File: src/rtl/mp_addsub_seq_if.sv
// ----------------------------------------------------------------------------
// mp_addsub_seq_if
// Operand and result streams of the multi-precision add/subtract sequencer.
//
//   in_valid   operand pair valid (front-end -> sequencer)
//   in_ready   sequencer accepts the pair this cycle
//   in_a       operand A word, least-significant word first
//   in_b       operand B word, least-significant word first
//   out_valid  sum word valid (sequencer -> downstream)
//   out_ready  downstream accepts the sum word
//   out_sum    sum word
//   out_last   out_sum is the most-significant word of the result
//
// master: the ALU front-end / downstream side that feeds operands and
//         drains sums.
// slave:  the sequencer itself.
// ----------------------------------------------------------------------------
interface mp_addsub_seq_if;
    logic        in_valid;
    logic        in_ready;
    logic [31:0] in_a;
    logic [31:0] in_b;
    logic        out_valid;
    logic        out_ready;
    logic [31:0] out_sum;
    logic        out_last;

    modport master (
        output in_valid,
        input  in_ready,
        output in_a,
        output in_b,
        input  out_valid,
        output out_ready,
        input  out_sum,
        input  out_last
    );

    modport slave (
        input  in_valid,
        output in_ready,
        input  in_a,
        input  in_b,
        output out_valid,
        input  out_ready,
        output out_sum,
        output out_last
    );
endinterface

File: src/rtl/mp_addsub_seq.sv
// ----------------------------------------------------------------------------
// mp_addsub_seq
// Multi-precision add/subtract sequencer for a shared external 32-bit ADC
// adder (S = A + B + C0, 33-bit result). Operands stream in one 32-bit word
// pair per cycle, least-significant word first; the carry is chained from
// word to word and one sum word is returned per input pair.
//
// Parameters
//   CNT_W      width of the word count; longest operand is 2**CNT_W-1 words
//
// Ports
//   clk        clock, rising edge
//   rst_n      asynchronous active-low reset
//   start      begin an operation (only looked at in IDLE)
//   sub        0: A+B, 1: A-B (captured at start)
//   nwords     operand length in words (captured at start, 0 is ignored)
//   busy       high while an operation is in RUN or FLUSH
//   carry_out  final carry (subtract: 1 = no borrow), valid from done
//   overflow   signed overflow of the most-significant word, valid from done
//   done       one-cycle pulse in the cycle the last sum word is accepted
//   adc_a      adder operand A
//   adc_b      adder operand B (inverted for subtract)
//   adc_c0     adder carry-in
//   adc_s      adder result, combinational from adc_a/adc_b/adc_c0
//   bus        operand/result streams (slave side)
// ----------------------------------------------------------------------------
module mp_addsub_seq #(
    parameter int CNT_W = 4
) (
    input  logic             clk,
    input  logic             rst_n,
    input  logic             start,
    input  logic             sub,
    input  logic [CNT_W-1:0] nwords,
    output logic             busy,
    output logic             carry_out,
    output logic             overflow,
    output logic             done,
    output logic [31:0]      adc_a,
    output logic [31:0]      adc_b,
    output logic             adc_c0,
    input  logic [32:0]      adc_s,
    mp_addsub_seq_if.slave   bus
);

    typedef enum logic [1:0] {
        IDLE  = 2'd0,
        RUN   = 2'd1,
        FLUSH = 2'd2
    } state_t;

    state_t           state_q;
    state_t           state_d;

    logic             sub_q;
    logic             carry;
    logic [CNT_W-1:0] cnt;
    logic             out_valid_q;
    logic [31:0]      out_sum_q;
    logic             out_last_q;

    logic             in_ready;
    logic             accept;
    logic             pop;
    logic             start_ok;
    logic             last_word;

    assign last_word     = (cnt == CNT_W'(1));

    assign bus.in_ready  = in_ready;
    assign bus.out_valid = out_valid_q;
    assign bus.out_sum   = out_sum_q;
    assign bus.out_last  = out_last_q;

    // State register. An asynchronous reset drops straight back to IDLE,
    // which is what makes a mid-operation reset abort silently.
    always_ff @(posedge clk or negedge rst_n) begin
        if (!rst_n) begin
            state_q <= IDLE;
        end else begin
            state_q <= state_d;
        end
    end

    // Next-state and handshake decode. The output register holds a single
    // word, so a new pair can be taken whenever that register is empty or
    // is being drained in the same cycle; this gives one word per cycle
    // while out_ready stays high. The adder is only driven while an
    // operation is in flight so it sees all-zero inputs when idle.
    always_comb begin
        state_d  = state_q;
        busy     = 1'b0;
        in_ready = 1'b0;
        accept   = 1'b0;
        start_ok = 1'b0;
        done     = 1'b0;
        adc_a    = 32'd0;
        adc_b    = 32'd0;
        adc_c0   = 1'b0;
        pop      = out_valid_q && bus.out_ready;

        case (state_q)
            IDLE: begin
                if (start && (nwords != '0)) begin
                    start_ok = 1'b1;
                    state_d  = RUN;
                end
            end
            RUN: begin
                busy     = 1'b1;
                adc_a    = bus.in_a;
                adc_b    = sub_q ? ~bus.in_b : bus.in_b;
                adc_c0   = carry;
                in_ready = !out_valid_q || bus.out_ready;
                accept   = bus.in_valid && in_ready;
                if (accept && last_word) begin
                    state_d = FLUSH;
                end
            end
            FLUSH: begin
                busy   = 1'b1;
                adc_a  = bus.in_a;
                adc_b  = sub_q ? ~bus.in_b : bus.in_b;
                adc_c0 = carry;
                if (pop && out_last_q) begin
                    done    = 1'b1;
                    state_d = IDLE;
                end
            end
            default: begin
                state_d = IDLE;
            end
        endcase
    end

    // Datapath registers. A subtract starts with carry=1 so that A + ~B + 1
    // forms A - B; only adc_s[32] is carried into the next word. The final
    // carry and the signed overflow of the top word are captured on the
    // last accept and held until the next operation starts. When a new word
    // is accepted in the same cycle the old one is drained, the new word
    // simply replaces it and out_valid stays high.
    always_ff @(posedge clk or negedge rst_n) begin
        if (!rst_n) begin
            sub_q       <= 1'b0;
            carry       <= 1'b0;
            cnt         <= '0;
            out_sum_q   <= 32'd0;
            out_valid_q <= 1'b0;
            out_last_q  <= 1'b0;
            carry_out   <= 1'b0;
            overflow    <= 1'b0;
        end else begin
            if (start_ok) begin
                sub_q     <= sub;
                cnt       <= nwords;
                carry     <= sub;
                carry_out <= 1'b0;
                overflow  <= 1'b0;
            end

            if (accept) begin
                out_sum_q   <= adc_s[31:0];
                carry       <= adc_s[32];
                out_valid_q <= 1'b1;
                cnt         <= cnt - CNT_W'(1);
                out_last_q  <= last_word;
                if (last_word) begin
                    carry_out <= adc_s[32];
                    overflow  <= (bus.in_a[31] == adc_b[31]) &&
                                 (adc_s[31] != bus.in_a[31]);
                end
            end else if (pop) begin
                out_valid_q <= 1'b0;
            end
        end
    end

endmodule
File: src/flat_wrapper.sv
// flat-port wrapper written by rule: the top's interface ports become plain ports
module mp_addsub_seq_flat 
#(
    parameter int CNT_W = 4
)
  (clk, rst_n, start, sub, nwords, busy, carry_out, overflow, done, adc_a, adc_b, adc_c0, adc_s, bus_in_valid, bus_in_ready, bus_in_a, bus_in_b, bus_out_valid, bus_out_ready, bus_out_sum, bus_out_last);
  mp_addsub_seq_if bus_i ();
  input  logic clk;
  input  logic rst_n;
  input  logic start;
  input  logic sub;
  input  logic [CNT_W-1:0] nwords;
  output logic busy;
  output logic carry_out;
  output logic overflow;
  output logic done;
  output logic [31:0] adc_a;
  output logic [31:0] adc_b;
  output logic adc_c0;
  input  logic [32:0] adc_s;
  input wire logic [$bits(bus_i.in_valid)-1:0] bus_in_valid;
  output wire logic [$bits(bus_i.in_ready)-1:0] bus_in_ready;
  input wire logic [$bits(bus_i.in_a)-1:0] bus_in_a;
  input wire logic [$bits(bus_i.in_b)-1:0] bus_in_b;
  output wire logic [$bits(bus_i.out_valid)-1:0] bus_out_valid;
  input wire logic [$bits(bus_i.out_ready)-1:0] bus_out_ready;
  output wire logic [$bits(bus_i.out_sum)-1:0] bus_out_sum;
  output wire logic [$bits(bus_i.out_last)-1:0] bus_out_last;
  assign bus_i.in_valid = bus_in_valid;
  assign bus_in_ready = bus_i.in_ready;
  assign bus_i.in_a = bus_in_a;
  assign bus_i.in_b = bus_in_b;
  assign bus_out_valid = bus_i.out_valid;
  assign bus_i.out_ready = bus_out_ready;
  assign bus_out_sum = bus_i.out_sum;
  assign bus_out_last = bus_i.out_last;
  mp_addsub_seq #(.CNT_W(CNT_W)) u_core (.clk(clk), .rst_n(rst_n), .start(start), .sub(sub), .nwords(nwords), .busy(busy), .carry_out(carry_out), .overflow(overflow), .done(done), .adc_a(adc_a), .adc_b(adc_b), .adc_c0(adc_c0), .adc_s(adc_s), .bus(bus_i));
endmodule
File: config.mk
export PLATFORM = sky130hd
export DESIGN_NAME = mp_addsub_seq_flat
export DESIGN_NICKNAME = d
export VERILOG_FILES = /design/src/rtl/mp_addsub_seq_if.sv /design/src/rtl/mp_addsub_seq.sv /design/src/flat_wrapper.sv
export SDC_FILE = /design/constraint.sdc
export NUM_CORES = 1
export LEC_CHECK = 0
export CAP_MARGIN = 10
export CORE_MARGIN = 4
export CORE_UTILIZATION = 30
export DETAILED_ROUTE_END_ITERATION = 8
export HOLD_SLACK_MARGIN = 0.03
export PLACE_DENSITY = 0.81
export SYNTH_ARGS = -nofsm -noshare
export SYNTH_HDL_FRONTEND = slang
export SYNTH_SLANG_ARGS = --single-unit
File: constraint.sdc
create_clock -name clk -period 1.8 [get_ports clk]
set_clock_uncertainty 0.2 [all_clocks]
set_input_delay 0.36 -clock clk [delete_from_list [all_inputs] [get_ports clk]]
set_output_delay 0.36 -clock clk [all_outputs]
set_load 0.05 [all_outputs]
==> flow_summary.json, run 1 <==
{
  "io_pins": 211,
  "async_flop_share_pct": 100,
  "final_cell_count_no_fill": 674,
  "clock_path_buffers": 2,
  "synth_cell_types": 32,
  "vias_per_cell": 4.85,
  "crit_start": "u_core.state_q[0]",
  "hold_viol": 0,
  "timing_worst_slew_pin_value_ps": 330,
  "layout-drive-gt1-share_pct": 48.2,
  "path_cells": "inv_2 -> ha_4 -> buf_12 -> and2_2 -> buf_12",
  "reg2reg_to": "u_core.cnt[3]",
  "syn_to_final_growth_pct": 158,
  "required_ps": 1240,
  "cp_data_arrival_time_ps": 1590,
  "cts_num_sinks": 44,
  "syn_area_um2": 2660,
  "finalSetupViolations": 105,
  "fin_crit_ps": 2150,
  "p_leak_nw": 3.19,
  "peakVddDrop_v": 0.00142,
  "synth_edf_count": 0,
  "die_w_um": 102,
  "grt_overflow": 0,
  "num_vias": 3268,
  "grt_pass1_wl_um": 18500,
  "drc": 0,
  "hold_class": "input pin to flop",
  "critPathCaptureType": "primary output",
  "critPathMostFrequentCell": "buf_12",
  "syn_area_per_cell_um2": 8.42,
  "antenna_found_initial": 0,
  "max_freq_mhz": 465,
  "start_util_pct": 30.7,
  "synth.largest_area_cell": "dfrtp_1",
  "slowest_stage": "dfrtp_1",
  "clk_latency_ps": 300,
  "dieHeight_um": 102,
  "drt_iter0_drc": 104,
  "synth_commonest_cells": "nand2_1 (97), and2_1 (66), dfrtp_1 (44), xor2_1 (32), buf_2 (10)",
  "numCtsBuffers": 5,
  "synth_warnings": 0,
  "wl_per_cell_um": 19.8,
  "first_pass_iters": 7,
  "grt_usage_pct": 22.8,
  "rr_worst_depth": 8,
  "syn-instance-count": 316,
  "clk_pin_slew_ps": 90,
  "dpl.hpwl_um": 9110,
  "core_area_um2": 8680,
  "worstHoldPathCells": 3,
  "status": "finished with violations",
  "grt_max_degree": 45,
  "violations": "negative setup slack",
  "dpl_cell_area_um2": 6280,
  "fin_nets": 678,
  "r2r_start": "u_core.state_q[1]",
  "ys_seq_area_share_pct": 41.4,
  "crit_fanout": 31,
  "h-tree-depth": 2,
  "die_area_um2": 10400,
  "ys.flop_type": "dfrtp_1",
  "wirelength_um": 13300,
  "power_density_nw_per_um2": 2380,
  "synth.most_common_cell": "nand2_1",
  "antenna_cells": 0,
  "crit_path_start_kind": "flop",
  "r2r_slack_ps": -170,
  "netlist.area_leader.share_pct": 41.4,
  "finalWorstSetupSlack_ps": -352,
  "cts_tree": "yes",
  "ant_nets": 0,
  "fin_util_pct": 79.1,
  "synth_nets": 429,
  "dpl.cell_count": 644,
  "report.final.slew_viol_count": 0,
  "ys_ff_latch": 44,
  "num_rows": 34,
  "fin_area_um2": 6860,
  "setup_tns_ps": -25240,
  "slew_headroom_pct": 78.0,
  "crit_path_max_incr_delay_ps": 390,
  "maxCapViolCount": 0,
  "first_global_vias": 3536,
  "n_fill_cell": 440,
  "min_period_over_period_pct": 120,
  "worstSetupPathType": "flop to primary output",
  "cts_root_buf": "clkbuf_8",
  "cp-endpoint": "adc_a[7]",
  "synth_area_leaders": "dfrtp_1 (41%), and2_1 (16%), nand2_1 (14%), xor2_1 (11%), ha_1 (2.8%)",
  "rsz0062_at_grt": "true",
  "gp_congestion": 0.798,
  "numPortBuffers": 210
}
==> metrics by stage <==
| stage | worst slack (ps) | power, W | hold slack (ps) |
|---|---|---|---|
| CTS | -291 | 0.0157 | 348 |
| floorplan | -107 | 0.00839 | -136 |
| global placement | -353 | 0.0143 | 157 |
| finish | -352 | 0.0163 | 344 |
| detailed placement | -396 | 0.0145 | 170 |
| global route | -392 | 0.0169 | 350 |
==> cells by family (layout without fill, tap and decap cells) <==
group / count (synthesis) / in the layout / synth area share [%]
AOI/OAI and AO/OA: 16 / 16 / 4.00
xor gates and xnor gates: 32 / 32 / 10.5
adders and majority gates: 6 / 6 / 2.82
buffers and inverters: 26 / 276 / 4.14
DFF: 44 / 44 / 41.4
muxes: 6 / 6 / 2.40
and+or+nand+nor: 186 / 186 / 34.7
==> flip-flops by register name, summed over array words and instances, names as in the netlist <==
name	count
u_core.bus.out_last	1
u_core.bus.out_sum	32
u_core.bus.out_valid	1
u_core.cnt	4
u_core.state_q	2
u_core.carry	1
u_core.carry_out	1
u_core.overflow	1
u_core.sub_q	1
==> cell type report <==
cell class	instances	area [um^2]	share of cell area [%]
Multi-Input combinational cell	246	1800	26.2
Inverter	7	26.3	0.383
Tap cell	108	135	1.97
Timing Repair Buffer	261	3670	53.5
Sequential cell	44	1100	16.1
Clock buffer	7	96.3	1.40
Clock inverter	1	30.0	0.438
==> routing by layer <==
metal	up-vias	routed length [um]	global-route usage, %
met5	-	0	0
met4	0	446	7.06
met3	36	1110	5.39
met2	186	7390	46.8
met1	1570	4390	21.7
li1	1476	-	-
==> worst min-delay path by stage <==
stage	start	end	slack, ps
floorplan	rst_n	u_core.bus.out_last	-140
global placement	rst_n	u_core.bus.out_sum[2]	160
detailed placement	rst_n	u_core.bus.out_sum[30]	170
CTS	u_core.bus.out_sum[15]	u_core.bus.out_sum[15]	350
global route	nwords[2]	u_core.cnt[2]	350
finish	nwords[2]	u_core.cnt[2]	340
==> cells in the final DEF (no fill, tap or decap), types with 2 or more instances in the layout <==
master and n:
or3_1 2, ha_1 2, xor2_1 30, clkbuf_8 7, clkdlybuf4s50_1 99, dlygate4sd2_1 5
clkbuf_16 2, nand3_2 2, nand3_1 4, inv_1 3, dfrtp_1 42, dfrtp_2 2
mux2i_1 3, ha_4 4, o211a_1 2, o21ai_1 2, and2_2 9, and3_4 2
nand3_4 2, mux2_4 3, and2_4 57, inv_2 4, buf_12 110, xor2_2 2
nand2_1 84, buf_6 11, a21oi_1 6, nand2_2 13, buf_4 31
==> where the power goes <==
part | internal, W | total, W | switching [W]
clock network | 0.000491 | 0.000861 | 0.000370
logic | 0.00665 | 0.0135 | 0.00681
registers | 0.00144 | 0.00198 | 0.000540
total | 0.00858 | 0.0163 | 0.00772
==> worst max-delay path: cells and delay by family (launching register included) <==
| kind | cells | cell delay, ps |
|---|---|---|
| DFF | 1 | 390 |
| buffers and inverters | 3 | 390 |
| adders and majority gates | 1 | 320 |
| and+or+nand+nor | 1 | 190 |
==> what timing repair did <==
| item | 4_1_cts | 5_1_grt |
|---|---|---|
| hold endpoints to repair | 44 | 0 |
| gates resized for setup | 28 | 43 |
| pin swaps | 23 | 21 |
| cloned | 0 | 3 |
| hold buffers | 1 | 0 |
| buffers inserted | 13 | 6 |
| setup endpoints to repair | 100 | 110 |
Power figures use the tool's default switching activity.
==> run 2, diff against run 1 <==
- CTS_CLUSTER_DIAMETER: default -> 150
==> results of run 2 <==
Final layout, timing and power as in run 1 (identical DEF).
==> run 3, diff against run 2 <==
- SLEW_MARGIN: default -> 5
==> results of run 3 <==
Final layout, timing and power as in run 1 (identical DEF).
